[config.mk]
export PLATFORM = sky130hd
export DESIGN_NAME = router_ingress_ctrl
export DESIGN_NICKNAME = d
export VERILOG_FILES = /design/src/rtl/router_ingress_ctrl.sv
export SDC_FILE = /design/constraint.sdc
export NUM_CORES = 1
export LEC_CHECK = 0
export ABC_CLOCK_PERIOD_IN_PS = 3150
export CORE_AREA = 2 2 109 90
export CTS_CLUSTER_DIAMETER = 80
export CTS_CLUSTER_SIZE = 14
export DETAILED_ROUTE_END_ITERATION = 10
export DIE_AREA = 0 0 111 92
export GPL_TIMING_DRIVEN = 0
export PLACE_DENSITY_LB_ADDON = 0.3
export SLEW_MARGIN = 20
export SYNTH_ARGS = -nofsm -noshare
export SYNTH_HDL_FRONTEND = slang
export SYNTH_SLANG_ARGS = --single-unit
[constraint.sdc]
create_clock -name clock -period 3.15 [get_ports clock]
set_clock_uncertainty 0.15 [all_clocks]
set_input_delay 0.63 -clock clock [delete_from_list [all_inputs] [get_ports clock]]
set_output_delay 0.63 -clock clock [all_outputs]
set_load 0.03 [all_outputs]
[src/rtl/router_ingress_ctrl.sv]
// -----------------------------------------------------------------------------
// router_ingress_ctrl
//
// Ingress controller for the 1x3 router. A byte-serial packet arrives as
//   header (dest in [1:0], payload length L in [7:2]), L payload bytes and
//   one parity byte (XOR of header and all payload bytes).
// The controller steers each accepted byte to one of three output FIFOs,
// marks the header write, applies backpressure when the target FIFO is full,
// flags bad packets (bad parity or invalid destination), and issues a
// per-FIFO soft reset when a downstream reader leaves a non-empty FIFO
// unread for TIMEOUT consecutive cycles.
//
// Parameters
//   TIMEOUT  cycles a non-empty FIFO may sit unread before soft_reset pulses
//   TW       timeout counter width; 2**TW must exceed TIMEOUT
//
// Ports
//   clock         in   system clock, all state on posedge
//   resetn        in   synchronous, active-low reset
//   pkt_valid     in   source byte valid
//   data_in       in   [7:0] source byte
//   fifo_full     in   [2:0] full flag of FIFO 0..2
//   fifo_empty    in   [2:0] empty flag of FIFO 0..2
//   read_enb      in   [2:0] downstream read strobe per FIFO
//   busy          out  backpressure; a byte transfers only on pkt_valid && !busy
//   write_enb     out  [2:0] one-hot FIFO write strobe (combinational)
//   data_to_fifo  out  [7:0] byte to FIFOs, equal to data_in
//   lfd_state     out  high with the header write
//   vld_out       out  [2:0] ~fifo_empty
//   soft_reset    out  [2:0] registered one-cycle clear pulse per FIFO
//   err           out  registered one-cycle bad-packet pulse
// -----------------------------------------------------------------------------
module router_ingress_ctrl #(
  parameter int TIMEOUT = 30,
  parameter int TW      = 5
) (
  input  logic       clock,
  input  logic       resetn,
  input  logic       pkt_valid,
  input  logic [7:0] data_in,
  input  logic [2:0] fifo_full,
  input  logic [2:0] fifo_empty,
  input  logic [2:0] read_enb,
  output logic       busy,
  output logic [2:0] write_enb,
  output logic [7:0] data_to_fifo,
  output logic       lfd_state,
  output logic [2:0] vld_out,
  output logic [2:0] soft_reset,
  output logic       err
);

  typedef enum logic [1:0] {
    ST_IDLE,
    ST_PAYLOAD,
    ST_PARITY,
    ST_DROP
  } state_t;

  localparam logic [1:0]    DEST_INVALID = 2'd3;
  localparam logic [TW-1:0] TCNT_LAST    = TW'(TIMEOUT - 1);

  // Select one bit of a 3-bit per-FIFO vector; destination 3 maps to 0 so an
  // invalid header never looks at a non-existent FIFO.
  function automatic logic bit_at(input logic [2:0] vec, input logic [1:0] idx);
    case (idx)
      2'd0:    return vec[0];
      2'd1:    return vec[1];
      2'd2:    return vec[2];
      default: return 1'b0;
    endcase
  endfunction

  function automatic logic [2:0] onehot3(input logic [1:0] idx);
    case (idx)
      2'd0:    return 3'b001;
      2'd1:    return 3'b010;
      2'd2:    return 3'b100;
      default: return 3'b000;
    endcase
  endfunction

  // ---------------------------------------------------------------------------
  // Registered state
  // ---------------------------------------------------------------------------
  state_t        r_state;
  logic [1:0]    r_dest;
  logic [6:0]    r_rem;        // bytes still to come, including parity
  logic [7:0]    r_par;        // running XOR of header and payload
  logic [TW-1:0] r_tcnt [3];   // per-FIFO unread-cycle counters
  logic [2:0]    r_soft_reset;
  logic          r_err;

  // ---------------------------------------------------------------------------
  // Header decode and datapath
  // ---------------------------------------------------------------------------
  logic [1:0] w_dest_in;
  logic [5:0] w_len_in;
  logic       w_hdr_valid;
  logic       w_in_packet;
  logic       w_sr_hit;
  logic       w_drop_mode;
  logic       w_busy;
  logic       w_accept;
  logic [2:0] w_write_enb;
  logic       w_lfd;

  assign w_dest_in   = data_in[1:0];
  assign w_len_in    = data_in[7:2];
  assign w_hdr_valid = (w_dest_in != DEST_INVALID);

  // A soft reset of the FIFO the current packet is going to kills the rest of
  // that packet: from this cycle on it is consumed exactly like a drop.
  assign w_in_packet = (r_state == ST_PAYLOAD) || (r_state == ST_PARITY);
  assign w_sr_hit    = w_in_packet && bit_at(r_soft_reset, r_dest);
  assign w_drop_mode = (r_state == ST_DROP) || w_sr_hit;

  // NOTE: every signal assigned in an always_comb gets a default first, so no
  // path through the case can leave it unassigned and infer a latch.
  always_comb begin
    w_busy = 1'b0;
    unique case (r_state)
      ST_IDLE:               w_busy = pkt_valid && w_hdr_valid && bit_at(fifo_full, w_dest_in);
      ST_PAYLOAD, ST_PARITY: w_busy = !w_sr_hit && bit_at(fifo_full, r_dest);
      ST_DROP:               w_busy = 1'b0;
    endcase
  end

  assign w_accept = pkt_valid && !w_busy;

  always_comb begin
    w_write_enb = 3'b000;
    w_lfd       = 1'b0;
    if (w_accept) begin
      if (r_state == ST_IDLE) begin
        if (w_hdr_valid) begin
          w_write_enb = onehot3(w_dest_in);
          w_lfd       = 1'b1;
        end
      end else if (w_in_packet && !w_sr_hit) begin
        w_write_enb = onehot3(r_dest);
      end
    end
  end

  // ---------------------------------------------------------------------------
  // Packet FSM
  // ---------------------------------------------------------------------------
  // NOTE: sequential state is assigned with non-blocking (<=) only, so every
  // register samples the pre-edge value of every other register.
  always_ff @(posedge clock) begin
    if (!resetn) begin
      r_state <= ST_IDLE;
      r_dest  <= 2'd0;
      r_rem   <= 7'd0;
      r_par   <= 8'd0;
      r_err   <= 1'b0;
    end else begin
      r_err <= 1'b0;
      if (w_drop_mode) begin
        // Drop path: consume bytes without writing; the last one flags err.
        if (w_accept) begin
          r_rem <= r_rem - 7'd1;
          if (r_rem == 7'd1) begin
            r_state <= ST_IDLE;
            r_err   <= 1'b1;
          end else begin
            r_state <= ST_DROP;
          end
        end else begin
          r_state <= ST_DROP;
        end
      end else begin
        unique case (r_state)
          ST_IDLE: begin
            if (w_accept) begin
              r_rem <= {1'b0, w_len_in} + 7'd1;
              if (w_hdr_valid) begin
                r_dest  <= w_dest_in;
                r_par   <= data_in;
                r_state <= (w_len_in != 6'd0) ? ST_PAYLOAD : ST_PARITY;
              end else begin
                r_state <= ST_DROP;
              end
            end
          end
          ST_PAYLOAD: begin
            if (w_accept) begin
              r_par <= r_par ^ data_in;
              r_rem <= r_rem - 7'd1;
              // rem is about to become 1: only the parity byte remains.
              if (r_rem == 7'd2) r_state <= ST_PARITY;
            end
          end
          ST_PARITY: begin
            if (w_accept) begin
              r_rem   <= r_rem - 7'd1;
              r_state <= ST_IDLE;
              r_err   <= |(r_par ^ data_in);
            end
          end
          ST_DROP: begin
            // Covered by the drop path above; listed to keep the case complete.
            r_state <= ST_DROP;
          end
        endcase
      end
    end
  end

  // ---------------------------------------------------------------------------
  // Per-FIFO read timeout
  // ---------------------------------------------------------------------------
  // The counter runs while the FIFO holds data nobody reads. On the cycle it
  // sits at TIMEOUT-1 and would advance again it wraps to zero and fires a
  // one-cycle soft_reset, so the pulse lands on the TIMEOUT+1-th cycle of an
  // unread non-empty FIFO.
  always_ff @(posedge clock) begin
    if (!resetn) begin
      // NOTE: the counter array is a handful of flops, not a RAM, so it is
      // reset element by element like any other state.
      for (int i = 0; i < 3; i++) r_tcnt[i] <= '0;
      r_soft_reset <= 3'b000;
    end else begin
      r_soft_reset <= 3'b000;
      for (int i = 0; i < 3; i++) begin
        if (fifo_empty[i] || read_enb[i]) begin
          r_tcnt[i] <= '0;
        end else if (r_tcnt[i] == TCNT_LAST) begin
          r_tcnt[i]       <= '0;
          r_soft_reset[i] <= 1'b1;
        end else begin
          r_tcnt[i] <= r_tcnt[i] + TW'(1);
        end
      end
    end
  end

  // ---------------------------------------------------------------------------
  // Outputs
  // ---------------------------------------------------------------------------
  assign busy         = w_busy;
  assign write_enb    = w_write_enb;
  assign lfd_state    = w_lfd;
  assign data_to_fifo = data_in;
  assign vld_out      = ~fifo_empty;
  assign soft_reset   = r_soft_reset;
  assign err          = r_err;

  // ---------------------------------------------------------------------------
  // Structural invariants
  // ---------------------------------------------------------------------------
  a_write_onehot : assert property (@(posedge clock) disable iff (!resetn)
    $onehot0(write_enb));
  a_lfd_in_idle : assert property (@(posedge clock) disable iff (!resetn)
    lfd_state |-> (r_state == ST_IDLE) && (write_enb != 3'b000));

endmodule

Word level (Yosys, flattened, before mapping)
Memories as Yosys holds them, arrays and structs flattened.
Index checks and enable logic that the tools add are counted.
W data, S select, Z words.
- input port bits: 20
- latch bits: 0
- ROM bits: 0
- register bits after elaboration: 23
- logic and storage cells: 150
- output and inout port bits: 20
- memories kept: 1
- RAM bits: 15
- $lt $le $gt $ge: 0
- shift operators: 0
- add/subtract/negate cells: 5
- equality and inequality tests: 20
- muxes and demuxes: 81
- bitwise operators: 12
- multipliers: 0
- reductions and logical operators: 25
- divide/modulo/power cells: 0
- memories (memory ; words ; width ; read ports ; clocked after Yosys merged registers in ; write ports ; RTL line ; source):
    r_tcnt ; 3 ; 5 ; 3 ; 0 ; 3 ; 90 ; logic [TW-1:0] r_tcnt [3];
- operators with widths (cell ; number):
    $mux W5 ; 9
    $mux W1 ; 44
    $mux W8 ; 3
    $mux W7 ; 3
    $mux W2 ; 9
    $pmux W3 S3 ; 2
    $pmux W8 S2 ; 1
    $add A5 B1 Y5 const B ; 3
    $eq A5 B5 Y1 const B ; 3
    $pmux W7 S2 ; 1
    $mux W3 ; 4
    $pmux W1 S3 ; 4
    $ne A3 B3 Y1 const B ; 3
    $or A1 B1 Y1 ; 9
    $eq A2 B2 Y1 const B ; 4
    $ne A2 B2 Y1 const B ; 4
    $pmux W2 S4 ; 1
    $reduce_and A4 Y1 ; 2
    $reduce_or A8 Y1 ; 1
    $xor A8 B8 Y8 ; 1
    $add A6 B1 Y7 const B ; 1
    $eq A7 B1 Y1 const B ; 1
    $eq A7 B2 Y1 const B ; 1
    $sub A7 B1 Y7 const B ; 1
    14 further kinds ; 28

Logic depth before layout (Yosys ltp)
Gate-level depths: netlist (run 1).
- depth after elaboration: 11
- mapped depth: 9

Least setup slack after synthesis (run 1)
No wires, ideal clock.
- path kind: input to output
- start point: in data_in[1]
- end point: out write_enb[1]
- buffers on the path: 1
- path slack: 0.496 ns
- cell stages on the path: 5
- required time: 2.370 ns
- data arrival time: 1.874 ns
- cells stage by stage: mux2i_1 -> o221ai_1 -> a21oi_2 -> buf_2 -> and2_1
- word-level cells in the longest chain between the ends: 8
- elaborated cells on any way between the ends: 15
- those cells by class: eq/ne (3); mux (7); reduce/logical (5)
- RTL lines (element ; RTL line ; source):
    start: declaration ; 40 ; input logic [7:0] data_in,
    $eq A2 B2 Y1 (tied with other cells) ; 66, 75 ;
    $pmux W1 S3 ; 66 ; case (idx)
    $mux W1 ; 122 ; unique case (r_state)
    $logic_and A1 B1 Y1 ; 123 ; ST_IDLE: w_busy = pkt_valid && w_hdr_valid && bit_at(fifo_full, w_dest_in);
    $pmux W1 S3 ; 122 ;
    $logic_not A1 Y1 ; 129 ; assign w_accept = pkt_valid && !w_busy;
    $logic_and A1 B1 Y1 ; 129 ;
    $mux W3 * ; 134 ; if (w_accept) begin
    end: declaration ; 45 ; output logic [2:0] write_enb,
Mark *: on every way between the ends. The rest lies on a longest branch, timed or not. The select of a mux whose other input is x is not followed.

Final worst setup path (run 1)
- start point: reg r_state[1]
- end point: out write_enb[1]
- word-level cells in the longest chain between the ends: 9
- elaborated cells on any way between the ends: 16
- those cells by class: eq/ne (3); mux (4); reduce/logical (9)
- RTL lines (element ; RTL line ; source):
    start: declaration ; 86 ; state_t r_state;
    start signal: assignment ; 181 ; r_state <= (w_len_in != 6'd0) ? ST_PAYLOAD : ST_PARITY;
    $eq A2 B1 Y1 or $eq A2 B2 Y1 (tied branches) ; 114, 122 ;
    $logic_or A1 B1 Y1 ; 114 ; assign w_in_packet = (r_state == ST_PAYLOAD) || (r_state == ST_PARITY);
    $logic_and A1 B1 Y1 ; 115 ; assign w_sr_hit = w_in_packet && bit_at(r_soft_reset, r_dest);
    $logic_not A1 Y1 ; 124, 140 ;
    $logic_and A1 B1 Y1 ; 124 ; ST_PAYLOAD, ST_PARITY: w_busy = !w_sr_hit && bit_at(fifo_full, r_dest);
    $pmux W1 S3 ; 122 ;
    $logic_not A1 Y1 ; 129 ;
    $logic_and A1 B1 Y1 ; 129 ;
    $mux W3 * ; 134 ;
Mark *: on every way between the ends. The rest lies on a longest branch, timed or not.

==> results.ini, run 1 <==
[synth]
synth_cell_types=54
syn_inst=298
synth_top_area_share_pct=17.4
synth_top_family_by_area=simple AND/OR/NAND/NOR gates
netlist_area_um2=2650
synthTopCellsByArea=dfxtp_1, edfxtp_1, ha_1, nand3b_1, xnor2_1
synth.avg_cell_area_um2=8.90
synth_xor_area_share_pct=6.94
synth_compound_gate_area_share_pct=18.2
synthAdderAreaFrac_pct=7.55
synthMuxAreaShare_pct=2.08
ys_seq_area_share_pct=34.4
synth-edff-count=15
synthFlopType=dfxtp_1
ys_ff_latch=38
async_flop_share_pct=0
ys_warn_count=0
yosys.area.top_type=dfxtp_1
synth-simple-area-share_pct=23.8

[drt]
drc=0
post_drt_wl_per_cell_um=13.3
num_vias=2310
post_drt_via_cell_ratio=4.86
drtIter0Drc=125
wl_mm=6.31
drt_pre_antenna_iters=4
ant_nets=0

[clock_network]
ctsHoldBuffers=0
clk_pin_slew_ns=0.06
cts_tree=done
clk_latency_ns=0.28
cts_max_level=2
root_buffer=clkbuf_16
cts_made_buffers=5
clock_sinks=38
clock_path_buffers=2

[setup_path]
path_cells=inv_1 -> ha_1 -> nand2b_1 -> a221oi_4 -> a21oi_2 -> buf_4 -> and2_1 -> buf_2
cp_max_fo=10
path_buf_inv=3
crit_end=write_enb[1]
cp.depth=8
worstPathRequired_ns=2.37
r2r-end=r_par[2]$_SDFFE_PN0P_
rrSetupSlack_ns=0.57
critPathLaunchType=register
startpoint=r_state[1]$_SDFFE_PN0P_
arrival_ns=2.22
cpPeakStageDelay_ns=0.39
cp-end-kind=primary output
critical_path_class=register to primary output
r2r_start=r_state[0]$_SDFFE_PN0P_
slowest_stage=ha_1
crit_family=buffers and inverters
rr_worst_depth=8

[floorplan]
core.rowCount=32
floorplan.initialDensity_pct=28.7
fp.dieW_um=111
ios=40
die_area_um2=10200
fp.dieH_um=92
core_um2=9250

[global_route]
busiest_layer=met2
grt_pass1_wl_mm=10.9
grt_max_degree=13
gr-usage-all-layers_pct=13.0
grt.met3_usage_pct=2.78
grtUsageMet2_pct=20.9
grt_overflow=0
met1_usage_pct=17.4
grt_pass1_vias=2314
grt_antenna_before_repair=0

[sta]
fmax_mhz=334
final_hold_viol_count=0
finalSetupViolCount=0
slew_headroom_pct=61.8
maxSlewViolCount=0
worst_pin_slew_ns=0.573
rsz0062_at_grt=no
finalWorstPathRequiredPeriod_ns=3.00
fin_crit_sh_pct=95.2

[place]
io_buffers=34
dp_hpwl_mm=4.69
placedCellCount=465
gp_congestion=0.736

[layout]
fill_cells=951
drive_above_1_share_pct=11.2
final_cells=475
insertedDiodeCount=0
fin_nets=391
finalCoreUtilization_pct=36.3
area_growth_pct=26.5

[hold_path]
hold_path.class=register to register
hold_path.startpoint=r_rem[5]$_SDFFE_PN0P_

[power]
leakage_nw=1.26
power_density_nw_per_um2=685
ir_drop_v=0.000230

[outcome]
status=completed

[flow_run]
maxCapViolCount=0

==> cell type report <==
type | instances | area [µm²] | area share (%)
Sequential cell | 38 | 911 | 27.2
Timing Repair Buffer | 36 | 337 | 10.0
Tap cell | 119 | 149 | 4.44
Clock inverter | 2 | 12.5 | 0.373
Buffer | 22 | 126 | 3.77
Multi-Input combinational cell | 236 | 1620 | 48.3
Inverter | 16 | 60.1 | 1.79
Clock buffer | 6 | 139 | 4.14
==> cells in the mapped netlist (3+ instances only) <==
cell type,instances
a21o_1,3
a21oi_1,8
a31oi_1,13
buf_4,8
clkbuf_1,10
dfxtp_1,23
edfxtp_1,15
ha_1,16
inv_1,15
mux2i_1,4
nand2_1,13
nand2b_1,5
nand3_1,14
nand3b_1,18
nand4_1,10
nor2_1,27
nor2b_1,10
nor3_1,3
nor4_1,6
o211ai_1,3
o21ai_0,17
o221a_2,3
xnor2_1,15
xor2_1,6
==> where the power goes <==
part	internal, mW	total, mW	switching [mW]
logic	0.461	1.09	0.632
clock network	0.313	0.512	0.199
registers	0.603	0.693	0.0902
total	1.38	2.30	0.921
==> flip-flops by register name, indices dropped and copies added (netlist names) <==
name	flops
err	1
r_par	8
r_state	2
r_tcnt	15
r_rem	7
soft_reset	3
r_dest	2
==> logic make-up (layout without fill, tap and decap cells) <==
logic type,after synthesis,in the layout
fa+ha+maj,16,16
flops,38,38
other cells,1,15
simple gates,114,114
xor+xnor,21,21
buf+inv,38,82
mux,5,5
compound gates,65,65
==> cell usage in the layout (no fill, tap or decap), types with 6 or more instances in the layout <==
cell	instances
nand3_1	14
nand3b_1	18
edfxtp_1	15
inv_1	15
buf_4	11
nand2_1	13
xnor2_1	15
clkdlybuf4s50_1	28
nand4_1	10
a21oi_1	8
a31oi_1	13
nor2_1	27
o21ai_0	17
nor2b_1	10
dfxtp_1	23
xor2_1	6
nor4_1	6
conb_1	15
ha_1	16
clkbuf_1	9
==> routing by layer <==
metal / vias to the layer above / share of wire [%]
met4: 0 / 1.1
met2: 44 / 46
li1: 1170 / -
met3: 9 / 4.0
met5: - / 0
met1: 1087 / 49
==> worst min-delay path by stage <==
stage	slack, ns	end	cells past startpoint
final	0.34	r_rem[5]$_SDFFE_PN0P_	2
after global routing	0.36	r_rem[5]$_SDFFE_PN0P_	2
after CTS	0.34	r_rem[5]$_SDFFE_PN0P_	2
after detailed placement	0.33	r_rem[5]$_SDFFE_PN0P_	2
after global placement	0.32	r_rem[5]$_SDFFE_PN0P_	2
after floorplan	0.30	r_rem[5]$_SDFFE_PN0P_	2
==> tightest hold or removal path, stage by stage, from the launching register on <==
cell and delay [ns]:
dfxtp_1 0.31, o21ai_0 0.07, a21oi_1 0.06
==> repair_timing <==
action | in CTS | in global routing
resized for setup | 25 | 1
endpoints found under the setup margin | 5 | 4
setup buffers | 1 | 1
==> stage by stage <==
stage	setup slack [ns]	cell area (µm²)	hold WS (ns)	TNS, ns	total power [mW]
floorplan	0.496	2700	0.304	0	1.50
global placement	-0.809	3190	0.324	-2.77	1.76
detailed placement	-0.839	3190	0.326	-2.88	1.77
CTS	0.0102	3340	0.336	0	2.29
global route	0.00317	3350	0.358	0	2.47
finish	0.152	3350	0.337	0	2.30
Note: power is estimated with default switching activity, not from simulation.
==> inputs of run 2 (changes only) <==
--- a/config.mk
+++ b/config.mk
@@ -5,12 +5,13 @@
 export SDC_FILE = /design/constraint.sdc
 export NUM_CORES = 1
 export LEC_CHECK = 0
-export ABC_CLOCK_PERIOD_IN_PS = 3150
+export ABC_CLOCK_PERIOD_IN_PS = 2400
 export CORE_AREA = 2 2 109 90
 export CTS_CLUSTER_DIAMETER = 80
 export CTS_CLUSTER_SIZE = 14
 export DETAILED_ROUTE_END_ITERATION = 10
 export DIE_AREA = 0 0 111 92
+export GPL_ROUTABILITY_DRIVEN = 0
 export GPL_TIMING_DRIVEN = 0
 export PLACE_DENSITY_LB_ADDON = 0.3
 export SLEW_MARGIN = 20
==> constraint.sdc (replaced) <==
create_clock -name clock -period 2.4 [get_ports clock]
set_clock_uncertainty 0.15 [all_clocks]
set_input_delay 0.48 -clock clock [delete_from_list [all_inputs] [get_ports clock]]
set_output_delay 0.48 -clock clock [all_outputs]
set_load 0.03 [all_outputs]
==> run 2 against run 1 <==
The run now ends with negative setup slack left; critical endpoint unchanged; sequential share of layout area fell by 2.7 points; cell area rose by 13%; die area did not move; non-clock buffer count rose by 20; largest power group unchanged; global-route usage fell by 0.11 points.
==> results.ini, run 2 (synthesis results as in run 1) <==
[sta]
maxSlewViolCount=0  ; unchanged
worst_pin_slew_ns=0.608  ; +0.0353 ns
rsz0062_at_grt=yes
fin_crit_sh_pct=105
slew_headroom_pct=59.4  ; -2.4 points
final_hold_viol_count=0  ; unchanged
final.setup.tns_ns=-0.418  ; -0.418 ns
finalWorstPathRequiredPeriod_ns=2.51
fmax_mhz=398
finalSetupViolCount=5  ; +5
worst_slack_ns=-0.110  ; -0.263 ns

[layout]
fin_nets=412  ; +5.4%
final_area_um2=3770  ; +13%
fill_cells=902  ; -5.2%
drive_above_1_share_pct=22.8  ; +12 points
largest_reg_flops=15  ; unchanged
final_cell_mix=nor2_1, buf_4, clkdlybuf4s50_1
finalCoreUtilization_pct=40.8  ; +4.5 points
regMostFlops=r_tcnt
top_regs=r_tcnt: 15 flops, r_par: 8 flops, r_rem: 7 flops
area_growth_pct=42.4
insertedDiodeCount=0  ; unchanged

[drt]
drt_pre_antenna_iters=6  ; +2
wl_mm=6.88  ; +9.1%
drtIter0Drc=105  ; -16%
drc=0  ; unchanged
ant_nets=0  ; unchanged
num_vias=2433  ; +5.3%
post_drt_via_cell_ratio=4.91  ; +0.87%
post_drt_wl_per_cell_um=13.9  ; +4.4%

[hold_path]
min_to=r_rem[5]$_SDFFE_PN0P_
hold_path.startpoint=r_rem[5]$_SDFFE_PN0P_
holdPathStages=2  ; unchanged
hold_path.class=register to register

[clock_network]
ctsHoldBuffers=0  ; unchanged
clk_latency_ns=0.28  ; about the same
clock_path_buffers=2  ; unchanged
cts_max_level=2  ; unchanged
clock_sinks=38  ; unchanged
clk_pin_slew_ns=0.06  ; about the same
cts_tree=done
cts_made_buffers=5  ; unchanged
root_buffer=clkbuf_16

[place]
dp_hpwl_mm=4.57  ; -2.4%
io_buffers=34  ; unchanged
dp_slack_ns=-1.24  ; -0.402 ns
postPlaceCellArea_um2=3200  ; +0.20%

[global_route]
met1_usage_pct=16.7  ; -0.73 points
busiest_layer=met2
grtUsageMet2_pct=21.9  ; +1.0 points
grt_pass1_vias=2316  ; +0.086%
grt_max_degree=13  ; unchanged
grt_pass1_wl_mm=10.7  ; -1.8%
grt_antenna_before_repair=0  ; unchanged
grt_overflow=0  ; unchanged
gr-usage-all-layers_pct=12.9  ; -0.11 points
grt.met3_usage_pct=2.84  ; +0.066 points

[power]
ir_drop_v=0.000429  ; +86%
p_total_mw=3.66  ; +59%
leakage_nw=1.46  ; +15%
power_density_nw_per_um2=970  ; +42%

[setup_path]
critical_path_class=register to primary output
cpPeakStageDelay_ns=0.38  ; about the same
path_buf_inv=4  ; +1
arrival_ns=1.88  ; -0.34 ns
crit_family=buffers and inverters
r2r-end=r_state[1]$_SDFFE_PN0P_
r2r_start=r_state[1]$_SDFFE_PN0P_
slowest_stage=dfxtp_4
cpMostUsedCell=buf_6
path_cells=inv_6 -> ha_4 -> nand2b_4 -> a221oi_4 -> buf_6 -> a21oi_4 -> buf_6 -> and2_4 -> buf_6
rr_worst_depth=11  ; +3
worstPathRequired_ns=1.77  ; -0.60 ns
rrSetupSlack_ns=0.01  ; -0.56 ns
cp_max_fo=4  ; -6
critPathLaunchType=register
cp-end-kind=primary output

[outcome]
violations=negative setup slack
status=finished, violations left

[floorplan]
floorplan.initialDensity_pct=28.7  ; unchanged
fp.dieH_um=92  ; unchanged
ios=40  ; unchanged
die_area_um2=10200  ; unchanged
fp.dieW_um=111  ; unchanged
core_um2=9250  ; unchanged
core.rowCount=32  ; unchanged

[flow_run]
maxCapViolCount=0  ; unchanged

run 2: changes by cell type in the layout (fill, tap and decap cells not counted), moves of 3 or more:
cell             change
dfxtp_1              -3
clkdlybuf4s50_1      -6
dfxtp_4              +3
o21ai_0              -3
buf_2                -5
buf_6               +10
nand3_2              +3
buf_4               +15
run 2: cell type report:
class / count / area, µm² / area share [%]
Tap cell: 119 / 149 / 3.94
Buffer: 21 / 130 / 3.45
Sequential cell: 38 / 922 / 24.4
Multi-Input combinational cell: 237 / 1770 / 46.8
Clock inverter: 3 / 63.8 / 1.69
Timing Repair Buffer: 57 / 551 / 14.6
Clock buffer: 5 / 125 / 3.31
Inverter: 16 / 67.6 / 1.79
run 2: timing repair:
action | 4_1_cts | 5_1_grt
pin swaps | 8 | 14
buffers inserted | 13 | 11
gates resized for setup | 65 | 32
setup endpoints to repair | 27 | 21
cloned | 0 | 1
run 2: per-layer routing:
| metal | vias up | wire length (µm) |
|---|---|---|
| li1 | 1217 | - |
| met1 | 1161 | 3290 |
| met2 | 48 | 3270 |
| met3 | 7 | 263 |
| met4 | 0 | 63 |
| met5 | - | 0 |
run 2: tightest hold or removal path, stage by stage, from the launching register on:
cell     delay (ns)
dfxtp_1        0.31
o21ai_0        0.07
a21oi_1        0.06
run 2: report_power, final:
group / switching [mW] / internal, mW
combinational: 0.981 / 0.887
clock: 0.272 / 0.592
sequential: 0.131 / 0.799
total: 1.38 / 2.28
run 2: worst max-delay path by stage:
stage / from / end / slack (ns) / depth (start not counted)
after floorplan: r_state[0]$_SDFFE_PN0P_ / write_enb[1] / 0.01 / 7
after global placement: data_in[1] / write_enb[1] / -1.26 / 7
after detailed placement: data_in[1] / write_enb[1] / -1.24 / 7
after CTS: r_dest[1]$_SDFFE_PN0P_ / write_enb[1] / -0.20 / 8
after global routing: r_state[1]$_SDFFE_PN0P_ / write_enb[1] / -0.17 / 9
final: r_state[1]$_SDFFE_PN0P_ / write_enb[1] / -0.11 / 9
run 2: stage by stage:
stage | hold WS [ns] | instances
after CTS | 0.333 | 485
after global routing | 0.353 | 496
final | 0.335 | 496
after detailed placement | 0.323 | 465
after global placement | 0.325 | 465
after floorplan | 0.304 | 312
